===== config.mk =====
export PLATFORM = sky130hd
export DESIGN_NAME = cpu_opponent
export DESIGN_NICKNAME = d
export VERILOG_FILES = /design/src/rtl/cpu_opponent.sv
export SDC_FILE = /design/constraint.sdc
export NUM_CORES = 1
export LEC_CHECK = 0
export CORE_UTILIZATION = 30
export DETAILED_ROUTE_END_ITERATION = 8
export HOLD_SLACK_MARGIN = 0.1
export PLACE_DENSITY_LB_ADDON = 0.12
export SYNTH_ARGS = -nofsm -noshare
export SYNTH_HDL_FRONTEND = slang
export SYNTH_SLANG_ARGS = --single-unit

===== constraint.sdc =====
create_clock -name clkSelect -period 4.4 [get_ports clkSelect]
set_clock_uncertainty 0.05 [all_clocks]
set_input_delay 0.88 -clock clkSelect [delete_from_list [all_inputs] [get_ports clkSelect]]
set_output_delay 0.88 -clock clkSelect [all_outputs]
set_load 0.01 [all_outputs]

===== src/rtl/cpu_opponent.sv =====
// cpu_opponent: LFSR-paced CPU pusher for the tug-of-war R input; `CPU_COOLDOWN_EN adds the cooldown state
module cpu_opponent #(
  parameter int COOLDOWN = 2,
  parameter int LFSR_W   = 10
) (
  input  logic              clkSelect,
  input  logic              resetGame,
  input  logic              resetRound,
  input  logic              enable,
  input  logic [9:0]        threshold,
  output logic              cpu_press,
  output logic [LFSR_W-1:0] rnd,
  output logic [1:0]        state,
  output logic [7:0]        press_count
);
  typedef enum logic [1:0] {IDLE = 2'd0, ARMED = 2'd1, COOL = 2'd2} st_t;
  st_t  st;
  logic hit;
`ifdef CPU_COOLDOWN_EN
  logic [3:0] cnt;
`endif
  if (LFSR_W != 10 || COOLDOWN < 1 || COOLDOWN > 15) begin : g_bad_param
    $error("cpu_opponent: LFSR_W must be 10 and COOLDOWN 1..15");
  end
  assign hit   = threshold > rnd;
  assign state = st;
  // XNOR LFSR free-runs every edge so the sequence never restarts mid-game
  always_ff @(posedge clkSelect or posedge resetGame)
    if (resetGame) rnd <= '0;
    else rnd <= {rnd[8:0], ~(rnd[9] ^ rnd[6])};
  // pacing FSM: arm on enable, push on hit, then optionally sit out the cooldown
  always_ff @(posedge clkSelect or posedge resetGame)
    if (resetGame) begin
      st          <= IDLE;
      cpu_press   <= 1'b0;
      press_count <= 8'd0;
`ifdef CPU_COOLDOWN_EN
      cnt         <= 4'd0;
`endif
    end else if (resetRound || !enable) begin
      st          <= IDLE;
      cpu_press   <= 1'b0;
      press_count <= resetRound ? 8'd0 : press_count;
`ifdef CPU_COOLDOWN_EN
      cnt         <= 4'd0;
`endif
    end else begin
      cpu_press <= 1'b0;
      case (st)
        IDLE: st <= ARMED;
        ARMED:
          if (hit) begin
            cpu_press   <= 1'b1;
            press_count <= press_count + {7'd0, press_count != 8'hFF};
`ifdef CPU_COOLDOWN_EN
            cnt         <= 4'(COOLDOWN);
            st          <= COOL;
`endif
          end
`ifdef CPU_COOLDOWN_EN
        COOL:
          if (cnt == 4'd1) st <= ARMED;
          else cnt <= cnt - 4'd1;
`endif
        default: st <= IDLE;
      endcase
    end
endmodule


# Word-level counts from Yosys, hierarchy flattened
# Cells that the tools add are included.
[totals]
in_bits = 14
elab_cells = 27
register_bits = 21
[classes]
n_reduce_logical = 6
n_eq_ne = 4
bitwise_logic = 2
n_mux = 9
n_lt_le_gt_ge = 1
add_sub_neg = 1
[op_table]
columns = ["op", "n"]
rows = [
  ["$mux W8", 4],
  ["$gt A10 B10 Y1", 1],
  ["$add A8 B1 Y8", 1],
  ["$ne A8 B8 Y1 const B", 1],
  ["$ne A2 B2 Y1 const B", 2],
  ["$pmux W2 S2", 1],
  ["$reduce_bool A2 Y1", 2],
  ["$mux W1", 3],
  ["$reduce_and A3 Y1", 1],
  ["$eq A2 B1 Y1 const B", 1],
  ["$logic_not A2 Y1", 1],
  ["$mux W2", 1],
  ["$logic_not A1 Y1", 1],
  ["$logic_or A1 B1 Y1", 1],
  ["$not A1 Y1", 1],
  ["$xor A1 B1 Y1", 1],
]

# Depth between registers and ports, before layout
# Gate-level depths: netlist of the first run.
[depth]
ltp_word = 5
mapped_depth = 9

# Worst setup path before layout of the first run
# OpenSTA, ideal clock, no wires.
[synth_timing]
path_type = "input -> register"
startpoint = "in threshold[7]"
endpoint = "reg press_count[4]"
t_arrival_ps = 2304
required_ps = 4225
setup_ps = 125
path_stages = 6
path_slack_ps = 1921
n_path_buf = 0
path_cell_list = "ha_1 > a211oi_1 > nor2_1 > a2111oi_4 > nor3_1 > mux2_4"
[synth_between]
elab_chain_cells = 3
[synth_rtl]
columns = ["item", "line", "source"]
rows = [
  ["start, declared", "10", "input logic [9:0] threshold,"],
  ["$gt A10 B10 Y1", "25", "assign hit = threshold > rnd;"],
  ["$reduce_bool A2 Y1 (no source line)", "-", ""],
  ["$reduce_and A3 Y1 (no source line)", "-", ""],
  ["end signal, assigned", "43", "press_count <= resetRound ? 8'd0 : press_count;"],
  ["end signal, assigned", "54", "press_count <= press_count + {7'd0, press_count != 8'hFF};"],
  ["end, declared", "14", "output logic [7:0] press_count"],
]
# No other way between the ends.
# A chain may end at the register's enable or synchronous reset.

# Final worst setup path of the first run
# Ends and elaborated chain as after synthesis.

==> results of run 1 <==
through the flow:
stage | cell area, um2 | worst slack (ns)
2_1_floorplan | 1092 | 1.921
3_3_place_gp | 1468 | 1.261
3_5_place_dp | 1468 | 1.184
4_1_cts | 1504 | 1.528
5_1_grt | 1504 | 1.407
6_report | 1504 | 1.509
cell type report:
class                      count  area (um2)  area share
multi-input combinational     65       511.7      0.3403
clock buffer                   4       36.28     0.02413
sequential                    20       500.5      0.3328
tap                           46       57.56     0.03827
timing repair buffer          35       345.3      0.2296
inverter                      14       52.55     0.03494
power groups by stage:
| stage | Combinational [W] | Sequential [W] | Clock (W) |
|---|---|---|---|
| 6_report | 0.0000397 | 0.000185 | 0.000109 |
| 5_1_grt | 0.0000444 | 0.000186 | 0.000122 |
| 4_1_cts | 0.0000408 | 0.000185 | 0.000115 |
| 3_5_place_dp | 0.0000405 | 0.000189 | 0 |
| 3_3_place_gp | 0.0000397 | 0.000189 | 0 |
| 2_1_floorplan | 0.0000214 | 0.000189 | 0 |
synth_stat cells, drive strengths merged:
| cell type | instances |
|---|---|
| dfrtp | 20 |
| inv | 14 |
| ha | 12 |
| a21oi | 8 |
| o21ai | 5 |
| nand3 | 4 |
| a211oi | 3 |
| buf | 3 |
| nand2 | 3 |
| nand4 | 3 |
| o31ai | 3 |
| or3b | 3 |
| or4 | 3 |
| and3 | 2 |
| nand2b | 2 |
| nor2 | 2 |
| nor2b | 2 |
| nor3 | 2 |
| a2111oi | 1 |
| clkbuf | 1 |
| conb | 1 |
| mux2 | 1 |
| o311ai | 1 |
| o32ai | 1 |
| or2 | 1 |
| or3 | 1 |
| xnor2 | 1 |
registers in the layout, indices dropped and copies added (netlist names):
signal / flops
press_count: 8
rnd: 10
cpu_press: 1
state: 1
worst max path at each step:
| stage | from | to | depth (start not counted) |
|---|---|---|---|
| final | threshold[7] | press_count[4]$_DFFE_PP0P_ | 7 |
| after global routing | threshold[7] | press_count[4]$_DFFE_PP0P_ | 7 |
| after CTS | threshold[7] | press_count[4]$_DFFE_PP0P_ | 7 |
| after detailed placement | threshold[7] | press_count[4]$_DFFE_PP0P_ | 7 |
| after global placement | threshold[7] | press_count[4]$_DFFE_PP0P_ | 7 |
| after floorplan | threshold[7] | press_count[4]$_DFFE_PP0P_ | 6 |
layer usage:
metal / vias to the layer above / part of all wire / global-route usage
met5: - / 0 / 0
met1: 409 / 0.47 / 0.1674
met3: 2 / 0.056 / 0.04963
li1: 432 / - / -
met2: 26 / 0.46 / 0.2157
met4: 0 / 0.0092 / 0.02616
kinds of logic after synthesis:
logic type | Yosys count | share of synthesized area
other cells | 1 | 0.003433
mux | 1 | 0.01374
buf+inv | 18 | 0.07330
fa+ha+maj | 12 | 0.1375
xor+xnor | 1 | 0.008020
compound gates | 22 | 0.1535
flops | 20 | 0.4582
simple gates | 28 | 0.1524
critical path: cells and delay by family:
family | cells | cell delay, ns
AOI/OAI and AO/OA | 2 | 0.83
adders and majority gates | 1 | 0.32
buffers and inverters | 1 | 0.41
muxes | 1 | 0.32
and+or+nand+nor | 2 | 0.27
==> metrics.txt, run 1 <==
status finished, final reports clean; Die Y roughly 62 um; Worst slew margin 0.4866; Worst-Margin Slew about 0.77 ns; num rows 21; HP Start rnd[1]$_DFF_PP0_; Clk Latency, worst-skew pair 0.30 ns; final hold vios 0; die area between 3000 and 4000 um2; Worst Path Max Fanout 11; #FFs+latches synth 20; # clock sinks 20; worst reg2reg setup slack around 2.0 ns; WHS Path Cells 0; GRT overflow 0; WP data required 4.55 ns; Internal Power 0.0002553 W; # diodes 0; Power Density roughly 220 nW/um2; routability cong. 0.7760; final hold slack approximately 0.37 ns; r2r startpoint press_count[2]$_DFFE_PP0P_; Clock Tree Buf Depth 2; top cells by area, synth dfrtp_1 (46%), ha_1 (14%), inv_1 (4.8%), a21oi_1 (3.2%), a2111oi_4 (2.5%); Initial Utilization 0.3198; vias in the first global route 897; DRC violations left 0; period utilization 0.6571; total CTS buffers 3; # setup viols final 0; vias 869; Final Non-Filler Cells 184; Peak VDD IR 0.1371 mV; sw power 0.00007855 W; post-route minimum period roughly 2.9 ns; switching share of power 0.2353; Clock Power Share 0.326; first-pass GRT wire length 4008 um; CTS Hold Bufs 0; Worst-path clk slew approximately 0.12 ns; worst-path cell chain clkdlybuf4s50_1 -> ha_1 -> a211oi_1 -> nor2_1 -> a2111oi_4 -> nor3_1 -> mux2_4; Syn Inst Count 103; Ys Warns 0; Post-Route Utilization 0.4403; share of post-route cells with drive strength above 1 0.09420; initial antenna violation count 0; Max Freq ~0.35 GHz; port buffer count 33; DR WL/cell 12.39 um; Net Count, Synth 129; CTS resizes 0; Netlist cell types 34; RSZ-0062 raised after global routing no; # nets final around 170; largest net degree at the start of global routing 21; core area around 3400 um2; biggest cell delay along the critical path roughly 0.63 ns; Avg Inst Size Synth 10.60 um2; GR Util All Layers 0.1324; FF-to-FF path depth 9; routed wire length 2279 um; Flop pwr share 0.555; setup_tns 0 ns; top-area cell type share of the netlist area 0.4582; Die X 62.34 um; Yosys top cell by area dfrtp_1; Area Growth Syn to Fin 37.69%; DRT antenna net count 0; most frequent cells in the layout clkdlybuf4s50_1 (33), dfrtp_1 (20), inv_1 (14); Max stage delay cell, worst path a2111oi_4; pins over their slew limit 0; drt first pass iters 4; # fillers roughly 340; I/O pins 35; Hold Crit Class reg2reg; CP arrival 3.04 ns; CTS root buf clkbuf_4; r2r endpoint press_count[4]$_DFFE_PP0P_; WS Path Type in2reg; most common cell after layout, fill and taps aside clkdlybuf4s50_1; CP endpoint kind register; Max Cap Viol 0; H-tree depth 1; Pwr Total 0.0003338 W; Initial DRC Count 22; number of setup buffers added after CTS 0; Hold Path End rnd[2]$_DFF_PP0_; Post-DP HPWL 1721 um; Seq/Total Area, Yosys 0.4582; vias per cell 4.723; CP startpoint kind input pin; TritonCTS clock tree built; placed cells 180; leakage 0.6396 nW; Gate power share 0.119; Synth Cell Area 1092 um2
(Power assumes the default switching activity.)
==> run 2, diff against run 1 <==
clock period = 2.9 ns   (was 4.4 ns; I/O delays follow)
==> run 2 against run 1 <==
Worst hold slack worse by 0.0069 ns. Die area unchanged. Flip-flop and latch count is the same. Wire length hardly changed. Sequential share of layout area shrank 0.33 points. Via count unchanged. Utilization rose by 0.44 points. Setup slack lost 1.0 ns. Cell count rose by 1.1%.
==> metrics.txt, run 2 (synthesis gave the netlist of run 1 again) <==
Post-Route Utilization 0.4447 (+0.004396); port buffer count 33 (unchanged); biggest regs rnd (10), press_count (8); # setup viols final 0 (unchanged); max FFs per register 10 (unchanged); largest register by flop count rnd; Power Density 336.3 nW/um2 (+52%); Max Cap Viol 0 (unchanged); Clock Tree Buf Depth 2 (unchanged); CP arrival 2.63 ns (-0.41 ns); die area 3886 um2 (unchanged); status finished, final reports clean; Clk Latency, worst-skew pair 0.31 ns (about the same); # nets final 167 (+1.2%); vias per cell 4.672 (-1.1%); DRT antenna net count 0 (unchanged); first-pass GRT wire length 3974 um (-0.85%); I/O pins 35 (unchanged); Worst-path clk slew 0.12 ns (about the same); final hold vios 0 (unchanged); initial antenna violation count 0 (unchanged); Initial Utilization 0.3198 (unchanged); worst reg2reg setup slack 0.52 ns (-1.52 ns); Worst Path Max Fanout 7 (-4); Hold Crit Class reg2reg; CTS resizes 0 (unchanged); H-tree depth 1 (unchanged); TritonCTS clock tree built; pins over their slew limit 0 (unchanged); DR WL/cell 12.26 um (-1.0%); Peak VDD IR 0.1345 mV (-1.9%); leakage 0.6493 nW (+1.5%); core area 3416 um2 (unchanged); most common cell after layout, fill and taps aside clkdlybuf4s50_1; post-route minimum period between 2 and 2.5 ns; Die X 62.34 um (unchanged); # clock sinks 20 (unchanged); Initial DRC Count 13 (-41%); WP data required 3.10 ns (-1.45 ns); largest net degree at the start of global routing 21 (unchanged); Worst slew margin 0.4949 (+0.008241); CP startpoint kind input pin; # fillers 348 (+1.8%); RSZ-0062 raised after global routing no; share of post-route cells with drive strength above 1 0.1071 (+0.01294); number of setup buffers added after CTS 0 (unchanged); CTS Hold Bufs 0 (unchanged); num rows 21 (unchanged); # diodes 0 (unchanged); Max Freq 0.4110 GHz; total CTS buffers 3 (unchanged); vias 869 (unchanged); Worst-Margin Slew 0.7569 ns (-0.01235 ns); routability cong. 0.7823 (+0.81%); CTS root buf clkbuf_4; drt first pass iters 4 (unchanged); Post-DP HPWL 1809 um (+5.1%); routed wire length 2280 um (about the same); period utilization 0.8391; vias in the first global route 882 (-1.7%); WS Path Type in2reg; setup_tns 0 ns (unchanged); DRC violations left 0 (unchanged); GRT overflow 0 (unchanged); Die Y 62.34 um (unchanged); Area Growth Syn to Fin 39.06%; GR Util All Layers 0.1307 (-0.001749); most frequent cells in the layout clkdlybuf4s50_1 (33), dfrtp_1 (20), inv_1 (14); CP endpoint kind register
==> run 2: cell types whose count changed in the layout (fill, tap and decap cells not counted) <==
cell	before	now
buf_4	2	4
==> run 2: layer usage <==
| layer | GRT usage | vias to the layer above | part of all wire |
|---|---|---|---|
| met5 | 0 | - | 0 |
| met4 | 0.05233 | 0 | 0.017 |
| met3 | 0.02941 | 5 | 0.045 |
| met2 | 0.2115 | 21 | 0.46 |
| met1 | 0.1682 | 406 | 0.47 |
| li1 | - | 437 | - |
==> run 2: final cells by class <==
cell class / count / area (um2) / share of cell area
well taps: 46 / 57.56 / 0.03789
multi-input cells: 65 / 511.7 / 0.3369
repair buffers: 37 / 360.3 / 0.2372
flip-flops and latches: 20 / 500.5 / 0.3295
inverters: 14 / 52.55 / 0.03460
clock buffers: 4 / 36.28 / 0.02389
==> run 2: path summary, 6_finish.rpt <==
| check | from | end | cells past startpoint |
|---|---|---|---|
| max | threshold[5] | press_count[6]$_DFFE_PP0P_ | 8 |
| min | rnd[2]$_DFF_PP0_ | rnd[3]$_DFF_PP0_ | 0 |
| max reg2reg | press_count[2]$_DFFE_PP0P_ | press_count[4]$_DFFE_PP0P_ | 9 |
| min reg2reg | rnd[2]$_DFF_PP0_ | rnd[3]$_DFF_PP0_ | 0 |
| max in group asynchronous | resetGame | rnd[9]$_DFF_PP0_ | 2 |
| min in group asynchronous | resetGame | press_count[6]$_DFFE_PP0P_ | 2 |
==> run 2: per-stage QoR <==
stage	std cells	cell area (um2)	power, W	setup WS [ns]	hold slack [ns]
floorplan	103	1092	0.0003197	0.6981	0.3845
global placement	182	1483	0.0003491	0.1828	0.3366
detailed placement	182	1483	0.0003502	0.1170	0.3414
CTS	186	1519	0.0005170	0.4427	0.3695
global route	186	1519	0.0005383	0.3133	0.3783
finish	186	1519	0.0005109	0.4667	0.3589
==> run 2: where the power goes <==
part | switching [W] | internal (W)
Sequential | 0.00000105 | 0.000280
Clock | 0.0000907 | 0.0000767
Combinational | 0.0000297 | 0.0000324
==> run 2: worst max-delay path, cell delays in order <==
cell	delay (ns)
clkdlybuf4s50_1	0.41
ha_1	0.32
nand4_1	0.15
a211oi_2	0.31
a2111oi_4	0.07
buf_4	0.17
or4_1	0.47
a21oi_1	0.16
==> run 3, diff against run 2 <==
clock period = 2.1 ns   (was 2.9 ns; I/O delays follow)
==> run 3 against run 2 <==
The flow now finishes with violations (setup timing). Sequential share of layout area shrank 5.1 points. Count of clock-buffer cells in the layout is 1 lower. Worst hold slack better by 0.017 ns. Critical path depth grew 1. Wire length grew 20%. Critical path type unchanged. Largest cell class unchanged. Highest routed layer unchanged.
==> metrics.txt, run 3 (synthesis gave the netlist of run 1 again) <==
# setup viols final 5 (+5); leakage 0.7804 nW (+20%); routability cong. 0.7521 (-3.9%); # nets final 192 (+15%); Post-DP HPWL 1925 um (+6.4%); RSZ-0062 raised after global routing yes; status finished, violations left; Max stage delay cell, worst path clkdlybuf4s50_1; CP endpoint kind register; DRT antenna net count 0 (unchanged); CP arrival 2.30 ns (-0.33 ns); failing checks setup timing; vias 974 (+12%); most common cell after layout, fill and taps aside buf_4; switching share of power 0.2502 (+0.01239); Clock Power Share 0.271 (-0.057); share of post-route cells with drive strength above 1 0.3415 (+0.2343); GR Util met1 0.2062 (+0.03802); biggest regs rnd (10), press_count (8); largest register by flop count rnd; Clk Latency, worst-skew pair 0.30 ns (about the same); Worst Path Buf+Inv 3 (+1); sw power 0.0001695 W (+40%); Worst-path clk slew 0.11 ns (about the same); worst-path cell chain clkdlybuf4s50_1 -> inv_1 -> ha_1 -> nand2b_4 -> a211oi_2 -> a2111oi_4 -> buf_4 -> or4_1 -> a21oi_1; most frequent cells in the layout buf_4 (27), clkdlybuf4s50_1 (25), dfrtp_1 (20); max FFs per register 10 (unchanged); drt first pass iters 3 (-1); TritonCTS clock tree built; total CTS buffers 3 (unchanged); CTS Hold Bufs 0 (unchanged); Flop pwr share 0.574 (+0.023); setup_tns -0.04741 ns (-0.04741 ns); GR Util All Layers 0.1585 (+0.02778); placed cells 198 (+8.8%); Area Growth Syn to Fin 64.38%; DR WL/cell 13.05 um (+6.5%); DRC violations left 0 (unchanged); Gate power share 0.155 (+0.033); setup ws final -0.01525 ns (-0.4820 ns); vias in the first global route 1,039 (+18%); vias per cell 4.638 (-0.73%); CP startpoint kind input pin; final hold vios 0 (unchanged); Worst Path Max Fanout 5 (-2); Clock Tree Buf Depth 2 (unchanged); num rows 21 (unchanged); port buffer count 33 (unchanged); worst reg2reg setup slack 0 ns (-0.52 ns); I/O pins 35 (unchanged); die area 3886 um2 (unchanged); Initial Utilization 0.3198 (unchanged); post-route minimum period 2.115 ns; GR Util met3 0.02390 (-0.005515); GRT busiest layer met2; core area 3416 um2 (unchanged); Final Non-Filler Cells 210 (+13%); pins over their slew limit 0 (unchanged); # diodes 0 (unchanged); routed wire length 2741 um (+20%); Hold Crit Class in2async; H-tree depth 1 (unchanged); Die X 62.34 um (unchanged); largest net degree at the start of global routing 21 (unchanged); GRT overflow 0 (unchanged); period utilization 1.007; # clock sinks 20 (unchanged); Peak VDD IR 0.1651 mV (+23%); Power Density 377.4 nW/um2 (+12%); Max Freq ~0.47 GHz; met2 usage 0.2596 (+0.04808); Internal Power 0.0005080 W (+30%); first-pass GRT wire length 4740 um (+19%); CP top delay family buffers and inverters; Max Cap Viol 0 (unchanged); initial antenna violation count 0 (unchanged); WS Path Type in2reg; Die Y 62.34 um (unchanged); Initial DRC Count 35 (+22); CTS root buf clkbuf_4; WP data required 2.28 ns (-0.82 ns); biggest cell delay along the critical path 0.45 ns (-0.02 ns); # fillers 335 (-3.7%)
[run 3: cell types whose count changed in the layout (fill, tap and decap cells not counted), sizes merged]
cell	before	now
clkbuf	4	3
clkdlybuf4s50	33	25
buf	4	29
dlygate4sd2	0	8
[run 3: power groups by stage]
stage	clock (W)	sequential (W)	combinational (W)
2_1_floorplan	0	0.000397	0.0000456
3_3_place_gp	0	0.000396	0.0000906
3_5_place_dp	0	0.000396	0.0000917
4_1_cts	0.000192	0.000389	0.000104
5_1_grt	0.000213	0.000389	0.000116
6_report	0.000183	0.000389	0.000105
[run 3: final cells by class]
cell class / count / area, um2 / area share
repair buffers: 62 / 539.3 / 0.3003
well taps: 46 / 57.56 / 0.03206
inverters: 14 / 52.55 / 0.02927
clock buffers: 3 / 22.52 / 0.01254
flip-flops and latches: 20 / 500.5 / 0.2787
multi-input cells: 65 / 623.1 / 0.3470
[run 3: repair_timing]
action / 4_1_cts / 5_1_grt
hold endpoints to repair: 0 / 0
gates resized for setup: 22 / 5
buffers inserted: 5 / 2
endpoints found under the setup margin: 6 / 8
pin swaps: 23 / 3
cloned: 2 / 0
[run 3: path summary, 6_finish.rpt]
kind	start	to	cells after the start
worst max register to register	press_count[2]$_DFFE_PP0P_	press_count[4]$_DFFE_PP0P_	9
max in group asynchronous	resetGame	press_count[0]$_DFFE_PP0P_	3
min in group clkSelect	rnd[0]$_DFF_PP0_	rnd[1]$_DFF_PP0_	0
worst min register to register	rnd[0]$_DFF_PP0_	rnd[1]$_DFF_PP0_	0
worst min-delay path	resetGame	cpu_press$_DFF_PP0_	3
worst max-delay path	threshold[0]	press_count[7]$_DFFE_PP0P_	9
[run 3: tightest hold or removal path: stages]
cell	delay (ns)
clkdlybuf4s50_1	0.39
inv_1	0.05
buf_4	0.26
[run 3: stage by stage]
step / cell area (um2) / utilization / power (W) / setup WS [ns] / hold WS [ns]
2_1_floorplan: 1122 / - / 0.0004423 / -0.01210 / 0.3338
3_3_place_gp: 1633 / 0.4780 / 0.0004865 / -0.4568 / 0.3431
3_5_place_dp: 1633 / 0.4780 / 0.0004877 / -0.4833 / 0.3550
4_1_cts: 1753 / 0.5132 / 0.0006847 / -0.02349 / 0.3852
5_1_grt: 1795 / 0.5256 / 0.0007181 / -0.08457 / 0.4040
6_report: 1795 / 0.5256 / 0.0006775 / -0.01525 / 0.3756
[run 3: per-layer routing]
layer	wire [um]	vias to the layer above
met5	0	-
met4	47	0
met3	84	4
met2	1261	24
met1	1347	459
li1	-	487
